--- config.mk ---
export PLATFORM = sky130hd
export DESIGN_NAME = fc_mem_loader_flat
export DESIGN_NICKNAME = d
export VERILOG_FILES = /design/src/rtl/fc_mem_loader_if.sv /design/src/rtl/fc_mem_loader.sv /design/src/flat_wrapper.sv
export SDC_FILE = /design/constraint.sdc
export NUM_CORES = 1
export LEC_CHECK = 0
export BUFFER_PORTS_ARGS = -buffer_cell sky130_fd_sc_hd__buf_2
export CAP_MARGIN = 20
export CORE_UTILIZATION = 49
export DETAILED_ROUTE_END_ITERATION = 16
export PLACE_DENSITY = 0.75
export RECOVER_POWER = 25
export SYNTH_ARGS = -nofsm -noshare
export SYNTH_HDL_FRONTEND = slang
export SYNTH_SLANG_ARGS = --single-unit
--- constraint.sdc ---
create_clock -name clk -period 3.8 [get_ports clk]
set_input_delay 0.76 -clock clk [delete_from_list [all_inputs] [get_ports clk]]
set_output_delay 0.76 -clock clk [all_outputs]
set_load 0.005 [all_outputs]
--- src/rtl/fc_mem_loader_if.sv ---
// Stream-in and memory-write-port bundle for the FC weight/bias memory loader.
// master = stream source / memory side, slave = the loader itself.
`timescale 1ns/1ps
interface fc_mem_loader_if #(
    parameter int ADDR_W = 14,
    parameter int DATA_W = 16
);
    logic [DATA_W-1:0] in_data;
    logic              in_valid;
    logic              in_ready;
    logic [ADDR_W-1:0] mem_address;
    logic [DATA_W-1:0] mem_data_in;
    logic              mem_write_enable;
    logic              mem_read_enable;

    modport master (
        output in_data, in_valid,
        input  in_ready, mem_address, mem_data_in, mem_write_enable, mem_read_enable
    );

    modport slave (
        input  in_data, in_valid,
        output in_ready, mem_address, mem_data_in, mem_write_enable, mem_read_enable
    );
endinterface

--- src/rtl/fc_mem_loader.sv ---
// Streaming loader: one start command writes len stream words to consecutive FC memory addresses.
// Optional `FC_LOAD_CHECKSUM_EN adds a load_sum output (mod 2^DATA_W sum of accepted words).
`timescale 1ns/1ps
module fc_mem_loader #(
    parameter int ADDR_W = 14,
    parameter int DATA_W = 16,
    parameter int LEN_W  = 14
) (
    input  logic              clk,
    input  logic              rst_n,
    input  logic              start,
    input  logic [ADDR_W-1:0] load_base,
    input  logic [LEN_W-1:0]  load_len,
    fc_mem_loader_if.slave    bus,
    output logic              busy,
    output logic              done,
    output logic [LEN_W-1:0]  word_count
`ifdef FC_LOAD_CHECKSUM_EN
    ,
    output logic [DATA_W-1:0] load_sum
`endif
);

    typedef enum logic [1:0] {IDLE, LOAD, FLUSH, DONE} state_t;

    state_t            state_q, state_d;
    logic              in_ready_q, in_ready_d;
    logic              we_q, we_d;
    logic              rd_en_q, rd_en_d;
    logic              busy_q, busy_d;
    logic              done_q, done_d;
    logic [ADDR_W-1:0] addr_q, addr_d;
    logic [DATA_W-1:0] data_q, data_d;
    logic [LEN_W-1:0]  count_q, count_d;
    logic [ADDR_W-1:0] base_q, base_d;
    logic [LEN_W-1:0]  len_q, len_d;
    logic              accept;
`ifdef FC_LOAD_CHECKSUM_EN
    logic [DATA_W-1:0] sum_q, sum_d;
`endif

    // Every output is a register; next values are computed here and captured below.
    always_comb begin
        state_d    = state_q;
        in_ready_d = in_ready_q;
        we_d       = 1'b0;
        done_d     = 1'b0;
        addr_d     = addr_q;
        data_d     = data_q;
        count_d    = count_q;
        base_d     = base_q;
        len_d      = len_q;
`ifdef FC_LOAD_CHECKSUM_EN
        sum_d      = sum_q;
`endif
        accept     = bus.in_valid & in_ready_q;

        unique case (state_q)
            IDLE: begin
                if (start) begin
                    base_d  = load_base;
                    len_d   = load_len;
                    count_d = '0;
`ifdef FC_LOAD_CHECKSUM_EN
                    sum_d   = '0;
`endif
                    if (load_len != '0) begin
                        state_d    = LOAD;
                        in_ready_d = 1'b1;
                    end else begin
                        state_d = DONE;
                        done_d  = 1'b1;
                    end
                end
            end
            LOAD: begin
                if (accept) begin
                    addr_d  = base_q + ADDR_W'(count_q);
                    data_d  = bus.in_data;
                    we_d    = 1'b1;
                    count_d = count_q + 1'b1;
`ifdef FC_LOAD_CHECKSUM_EN
                    sum_d   = sum_q + bus.in_data;
`endif
                    // Drop ready on the final accept so no word beyond len is taken.
                    if (count_d == len_q) begin
                        state_d    = FLUSH;
                        in_ready_d = 1'b0;
                    end
                end
            end
            FLUSH: begin
                state_d = DONE;
                done_d  = 1'b1;
            end
            DONE: begin
                state_d = IDLE;
            end
            default: begin
                state_d    = IDLE;
                in_ready_d = 1'b0;
            end
        endcase

        busy_d  = (state_d != IDLE);
        rd_en_d = (state_d == IDLE);
    end

    always_ff @(posedge clk or negedge rst_n) begin
        if (!rst_n) begin
            state_q    <= IDLE;
            in_ready_q <= 1'b0;
            we_q       <= 1'b0;
            rd_en_q    <= 1'b1;
            busy_q     <= 1'b0;
            done_q     <= 1'b0;
            addr_q     <= '0;
            data_q     <= '0;
            count_q    <= '0;
            base_q     <= '0;
            len_q      <= '0;
`ifdef FC_LOAD_CHECKSUM_EN
            sum_q      <= '0;
`endif
        end else begin
            state_q    <= state_d;
            in_ready_q <= in_ready_d;
            we_q       <= we_d;
            rd_en_q    <= rd_en_d;
            busy_q     <= busy_d;
            done_q     <= done_d;
            addr_q     <= addr_d;
            data_q     <= data_d;
            count_q    <= count_d;
            base_q     <= base_d;
            len_q      <= len_d;
`ifdef FC_LOAD_CHECKSUM_EN
            sum_q      <= sum_d;
`endif
        end
    end

    assign bus.in_ready         = in_ready_q;
    assign bus.mem_address      = addr_q;
    assign bus.mem_data_in      = data_q;
    assign bus.mem_write_enable = we_q;
    assign bus.mem_read_enable  = rd_en_q;
    assign busy                 = busy_q;
    assign done                 = done_q;
    assign word_count           = count_q;
`ifdef FC_LOAD_CHECKSUM_EN
    assign load_sum             = sum_q;
`endif

endmodule
--- src/flat_wrapper.sv ---
// flat-port wrapper written by rule: the top's interface ports become plain ports
module fc_mem_loader_flat 
#(
    parameter int ADDR_W = 14,
    parameter int DATA_W = 16,
    parameter int LEN_W  = 14
)
  (clk, rst_n, start, load_base, load_len, busy, done, word_count, bus_in_data, bus_in_valid, bus_in_ready, bus_mem_address, bus_mem_data_in, bus_mem_write_enable, bus_mem_read_enable);
  fc_mem_loader_if #(.ADDR_W(ADDR_W), .DATA_W(DATA_W)) bus_i ();
  input  logic clk;
  input  logic rst_n;
  input  logic start;
  input  logic [ADDR_W-1:0] load_base;
  input  logic [LEN_W-1:0] load_len;
  output logic busy;
  output logic done;
  output logic [LEN_W-1:0] word_count;
  input wire logic [$bits(bus_i.in_data)-1:0] bus_in_data;
  input wire logic [$bits(bus_i.in_valid)-1:0] bus_in_valid;
  output wire logic [$bits(bus_i.in_ready)-1:0] bus_in_ready;
  output wire logic [$bits(bus_i.mem_address)-1:0] bus_mem_address;
  output wire logic [$bits(bus_i.mem_data_in)-1:0] bus_mem_data_in;
  output wire logic [$bits(bus_i.mem_write_enable)-1:0] bus_mem_write_enable;
  output wire logic [$bits(bus_i.mem_read_enable)-1:0] bus_mem_read_enable;
  assign bus_i.in_data = bus_in_data;
  assign bus_i.in_valid = bus_in_valid;
  assign bus_in_ready = bus_i.in_ready;
  assign bus_mem_address = bus_i.mem_address;
  assign bus_mem_data_in = bus_i.mem_data_in;
  assign bus_mem_write_enable = bus_i.mem_write_enable;
  assign bus_mem_read_enable = bus_i.mem_read_enable;
  fc_mem_loader #(.ADDR_W(ADDR_W), .DATA_W(DATA_W), .LEN_W(LEN_W)) u_core (.clk(clk), .rst_n(rst_n), .start(start), .load_base(load_base), .load_len(load_len), .bus(bus_i), .busy(busy), .done(done), .word_count(word_count));
endmodule
[Word-level counts from Yosys, hierarchy flattened]
Cells that the tools add are included.
Storage, ports and cells
  output and inout port bits: 49
  logic and storage cells: 49
  bits of input ports: 48
  bits in registers: 79
Operators by class
  reduce and logical (&&, ||, !) cells: 9
  muxes and demuxes: 18
  bitwise gates (word level): 1
  equal/unequal tests: 8
  $add $sub $neg: 2
Operator list (number)
  $mux W14: 2
  $pmux W14 S2: 1
  $add A14 B1 Y14 const B: 1
  $add A14 B14 Y14: 1
  $eq A14 B14 Y1: 1
  $reduce_bool A14 Y1: 1
  $mux W1: 8
  $mux W2: 4
  $pmux W2 S4: 1
  $ne A2 B1 Y1 const B: 3
  $reduce_and A5 Y1: 1
  $eq A2 B2 Y1 const B: 2
  $logic_not A2 Y1: 2
  $pmux W1 S2: 2
  $reduce_and A2 Y1: 2
  $reduce_bool A2 Y1: 2
  $reduce_and A3 Y1: 1
  $eq A2 B1 Y1 const B: 1
  $ne A2 B2 Y1 const B: 1
  $and A1 B1 Y1: 1

[Logic depth before layout (Yosys ltp)]
  word-level depth: 6
  depth in mapped cells: 10
  depth with buffers taken out: 10

[Worst setup path after synthesis]
No wires, ideal clock.
  path kind: flip-flop to flip-flop
  from: reg u_core.count_q[0], in the netlist u_core.word_count[0]
  to: reg u_core.addr_q[12], in the netlist u_core.bus.mem_address[12]
  period minus slack after synthesis: 2278 ps
  setup time: 95 ps
  required time: 3705 ps
  arrival time: 2183 ps
  cell stages (with the launch flop): 11
  path buffers: 0
  path slack: 1522 ps
  cell sequence: dfrtp_1 > ha_1 > inv_1 > fa_1 > nand2b_1 > a21oi_1 > o41ai_1 > a221oi_1 > o21ai_0 > and3_1 > o31ai_1
Between the ends
  word-level cells in the longest chain between the ends: 1
RTL lines
  from (decl): line fc_mem_loader.sv:34  | logic [LEN_W-1:0] count_q, count_d;
  from (signal assigned): line fc_mem_loader.sv:134  | count_q <= count_d;
  $add A14 B14 Y14: line fc_mem_loader.sv:78  | addr_d = base_q + ADDR_W'(count_q);
  to (signal assigned): line fc_mem_loader.sv:132  | addr_q <= addr_d;
  to (decl): line fc_mem_loader.sv:32  | logic [ADDR_W-1:0] addr_q, addr_d;
No other way between the ends.
A chain may end at the register's enable or synchronous reset.

[Worst setup path after layout]
Same ends and word-level chain as after synthesis.

==> flow_summary.ini <==
[clock_tree]
cts_sinks = 79
cts_tree = built
cts_resized = 0
path_clk_slew_ns = 0.09
cts_buffers = 9
cts-root-buf = clkbuf_8
h-tree-depth = 3
cts_setup_buffers = 0
cts_buffer_depth = 2
clock_latency_ns = 0.37
postCtsHoldBufs = 0

[critical_path]
critPathMaxStageDelay_ns = 0.50
critPathArrivalTime_ns = 2.83
cp_max_fo = 8
end_kind = flop
cp.required_ns = 4.08
crit_family = compound AO/OA/AOI/OAI gates
cp_num_buf_inv = 1
crit_path_start_kind = flop
critical_path_class = flop to flop
worstPathCellList = ha_1 -> inv_1 -> fa_1 -> nand2b_1 -> a21oi_1 -> o41ai_1 -> a221oi_1 -> o21ai_0 -> and3_1 -> o31ai_1
critical-path-slowest-cell = dfrtp_1

[sta]
slew_violations = 80
final.min_clock_period_ns = 2.55
rsz0062_at_grt = false
worstMarginPinSlew_ns = 1.88
hold_viol = 0
slew-limit-headroom_pct = -25.4
finalCritPeriodShare_pct = 67.2
setup_viol = 0
fmax_ghz = 0.392
skew_ns = 0.00830
fin_tns_setup_ns = 0

[global_routing]
gr-usage-met1_pct = 31.6
met2_usage_pct = 37.3
grt_first_pass_wirelength_um = 16200
busiest_layer = met2
antenna_found_initial = 0
grt_use_met3_pct = 5.18
grt_max_degree = 80
grt_pass1_vias = 3474
overflow = 0
grtUsageTotal_pct = 23.9

[final_layout]
drive_gt1_share_pct = 23.4
final_nets = 626
multiInputGateArea_um2 = 2040
seq_area_um2 = 1980
final_cell_count_no_fill = 673
final.fill_count = 706
areaGrowthSynthToFinish_pct = 19.2
diodes = 0

[synth]
synth_cell_types = 51
syn-num-nets = 535
synth_commonest_cells = 163 x nand2_1, 78 x dfrtp_1, 39 x o21ai_0
yosys.area.top_type = dfrtp_1
synth_top_area_share_pct = 47.0
yosysWarnings = 0
avgSynthCellArea_um2 = 8.79
syn_inst = 472
synth_edf_count = 0
synth_seq_cells = 79
synth-seq-area-share_pct = 47.7
synth_area_leaders = dfrtp_1 47%, nand2_1 15%, o21ai_0 4.7%, ha_1 4.2%, xnor2_1 4.0%
synth_flop_cell = dfrtp_1
syn-cell-area_um2 = 4150
async_reset_ff_share_pct = 100
yosysMostFrequentCell = nand2_1

[placed_design]
gp_congestion = 0.881
dp.cells = 657
io_buffers = 96
dp_hpwl_um = 6780

[power]
p_sw_share_pct = 37.5
p_leak_nw = 2.53
p_switching_mw = 1.26
ir_drop_uv = 297
combPwrFrac_pct = 37.4
internal-power_mw = 2.09
clock_power_share_pct = 20.8
seqPwrFrac_pct = 41.7
power_density_nw_per_um2 = 678

[die]
core.rowCount = 33
ios = 97
dieHeight_um = 94.0
die_w_um = 94.0
dieArea_um2 = 8840
coreArea_um2 = 8220
start_util_pct = 50.5

[detailed_routing]
route.detailed.drc = 0
antenna_left = 0
wire_per_inst_um = 14.0
wirelength_um = 9440
vias = 3567
drtIter0Drc = 145
viasPerCell = 5.30
dr.pass1.iters = 4

[outcome]
status = finished, violations left
violations = capacitance limit, slew limit

[worst_hold_path]
hp-class = flop to flop

[flow_run]
cap_violations = 1
final cells by class:
| cell class | instances | share of cell area [%] |
|---|---|---|
| multi-input combinational | 358 | 41.3 |
| timing repair buffer | 100 | 10.5 |
| clock inverter | 6 | 1.90 |
| sequential | 79 | 40.0 |
| inverter | 15 | 1.14 |
| tap | 105 | 2.66 |
| clock buffer | 10 | 2.58 |
placed cells by master (no fill, tap or decap), drive strengths merged, types with 6 or more instances in the layout:
cell type	n
a21oi	15
nand3	14
nor4	6
o21ai	40
ha	14
o31ai	7
inv	15
clkbuf	11
nand2	163
nor2	22
dfrtp	78
buf	99
xor2	14
xnor2	19
stage by stage:
stage               total power, mW  instance area [um2]  hold slack [ns]  utilization (%)  worst slack [ns]
CTS                            3.38                 4950            0.479             60.2              1.29
floorplan                      2.23                 4150            0.450                -              1.52
global route                   3.63                 4950            0.509             60.2              1.02
detailed placement             2.67                 4730            0.458             57.5              1.31
finish                         3.35                 4950            0.475             60.2              1.25
global placement               2.62                 4710            0.453             57.4              1.35
registers in the layout, summed over array words and instances (netlist names):
| name | flops |
|---|---|
| u_core.bus.mem_data_in | 16 |
| u_core.bus.in_ready | 1 |
| u_core.base_q | 14 |
| u_core.busy | 1 |
| u_core.bus.mem_address | 14 |
| u_core.state_q | 2 |
| u_core.done | 1 |
| u_core.bus.mem_write_enable | 1 |
| u_core.word_count | 14 |
| u_core.len_q | 14 |
| u_core.bus.mem_read_enable | 1 |
worst paths after layout:
check,start,endpoint,slack (ns),cells past startpoint
worst max-delay path,u_core.word_count[0]$_DFFE_PN0P_,u_core.bus.mem_address[12]$_DFFE_PN0P_,1.25,10
worst min-delay path,u_core.bus.mem_data_in[10]$_DFFE_PN0P_,u_core.bus.mem_data_in[10]$_DFFE_PN0P_,0.48,2
worst max register to register,u_core.word_count[0]$_DFFE_PN0P_,u_core.bus.mem_address[12]$_DFFE_PN0P_,1.25,10
worst min register to register,u_core.bus.mem_data_in[10]$_DFFE_PN0P_,u_core.bus.mem_data_in[10]$_DFFE_PN0P_,0.48,2
max in group asynchronous,rst_n,u_core.word_count[0]$_DFFE_PN0P_,1.79,1
min in group asynchronous,rst_n,u_core.base_q[10]$_DFFE_PN0P_,0.91,1
kinds of logic (layout without fill, tap and decap cells):
logic type / count (synthesis) / count (layout) / synth area share (%)
AND/OR/NAND/NOR: 223 / 223 / 23.3
AO/OA/AOI/OAI: 84 / 84 / 13.2
flip-flops: 79 / 79 / 47.7
buffers and inverters: 35 / 131 / 3.35
XOR/XNOR: 33 / 33 / 6.97
adder cells (fa/ha/maj): 15 / 15 / 4.70
multiplexers: 3 / 3 / 0.724
power by group through the flow:
stage	combinational, mW	sequential, mW	clock (mW)
floorplan	0.851	1.38	0
global placement	1.22	1.40	0
detailed placement	1.26	1.41	0
CTS	1.27	1.40	0.707
global route	1.44	1.44	0.745
finish	1.25	1.40	0.699
per-layer routing:
layer  part of all wire [%]  wire length, um
met2                     46             4300
met1                     47             4450
met4                    2.6              246
met5                      0                0
met3                    4.6              434
worst register-to-register path, stage by stage (launching register included):
cell	delay [ns]
dfrtp_1	0.50
ha_1	0.22
inv_1	0.06
fa_1	0.39
nand2b_1	0.17
a21oi_1	0.23
o41ai_1	0.11
a221oi_1	0.27
o21ai_0	0.14
and3_1	0.20
o31ai_1	0.18
Note: power is estimated with default switching activity, not from simulation.
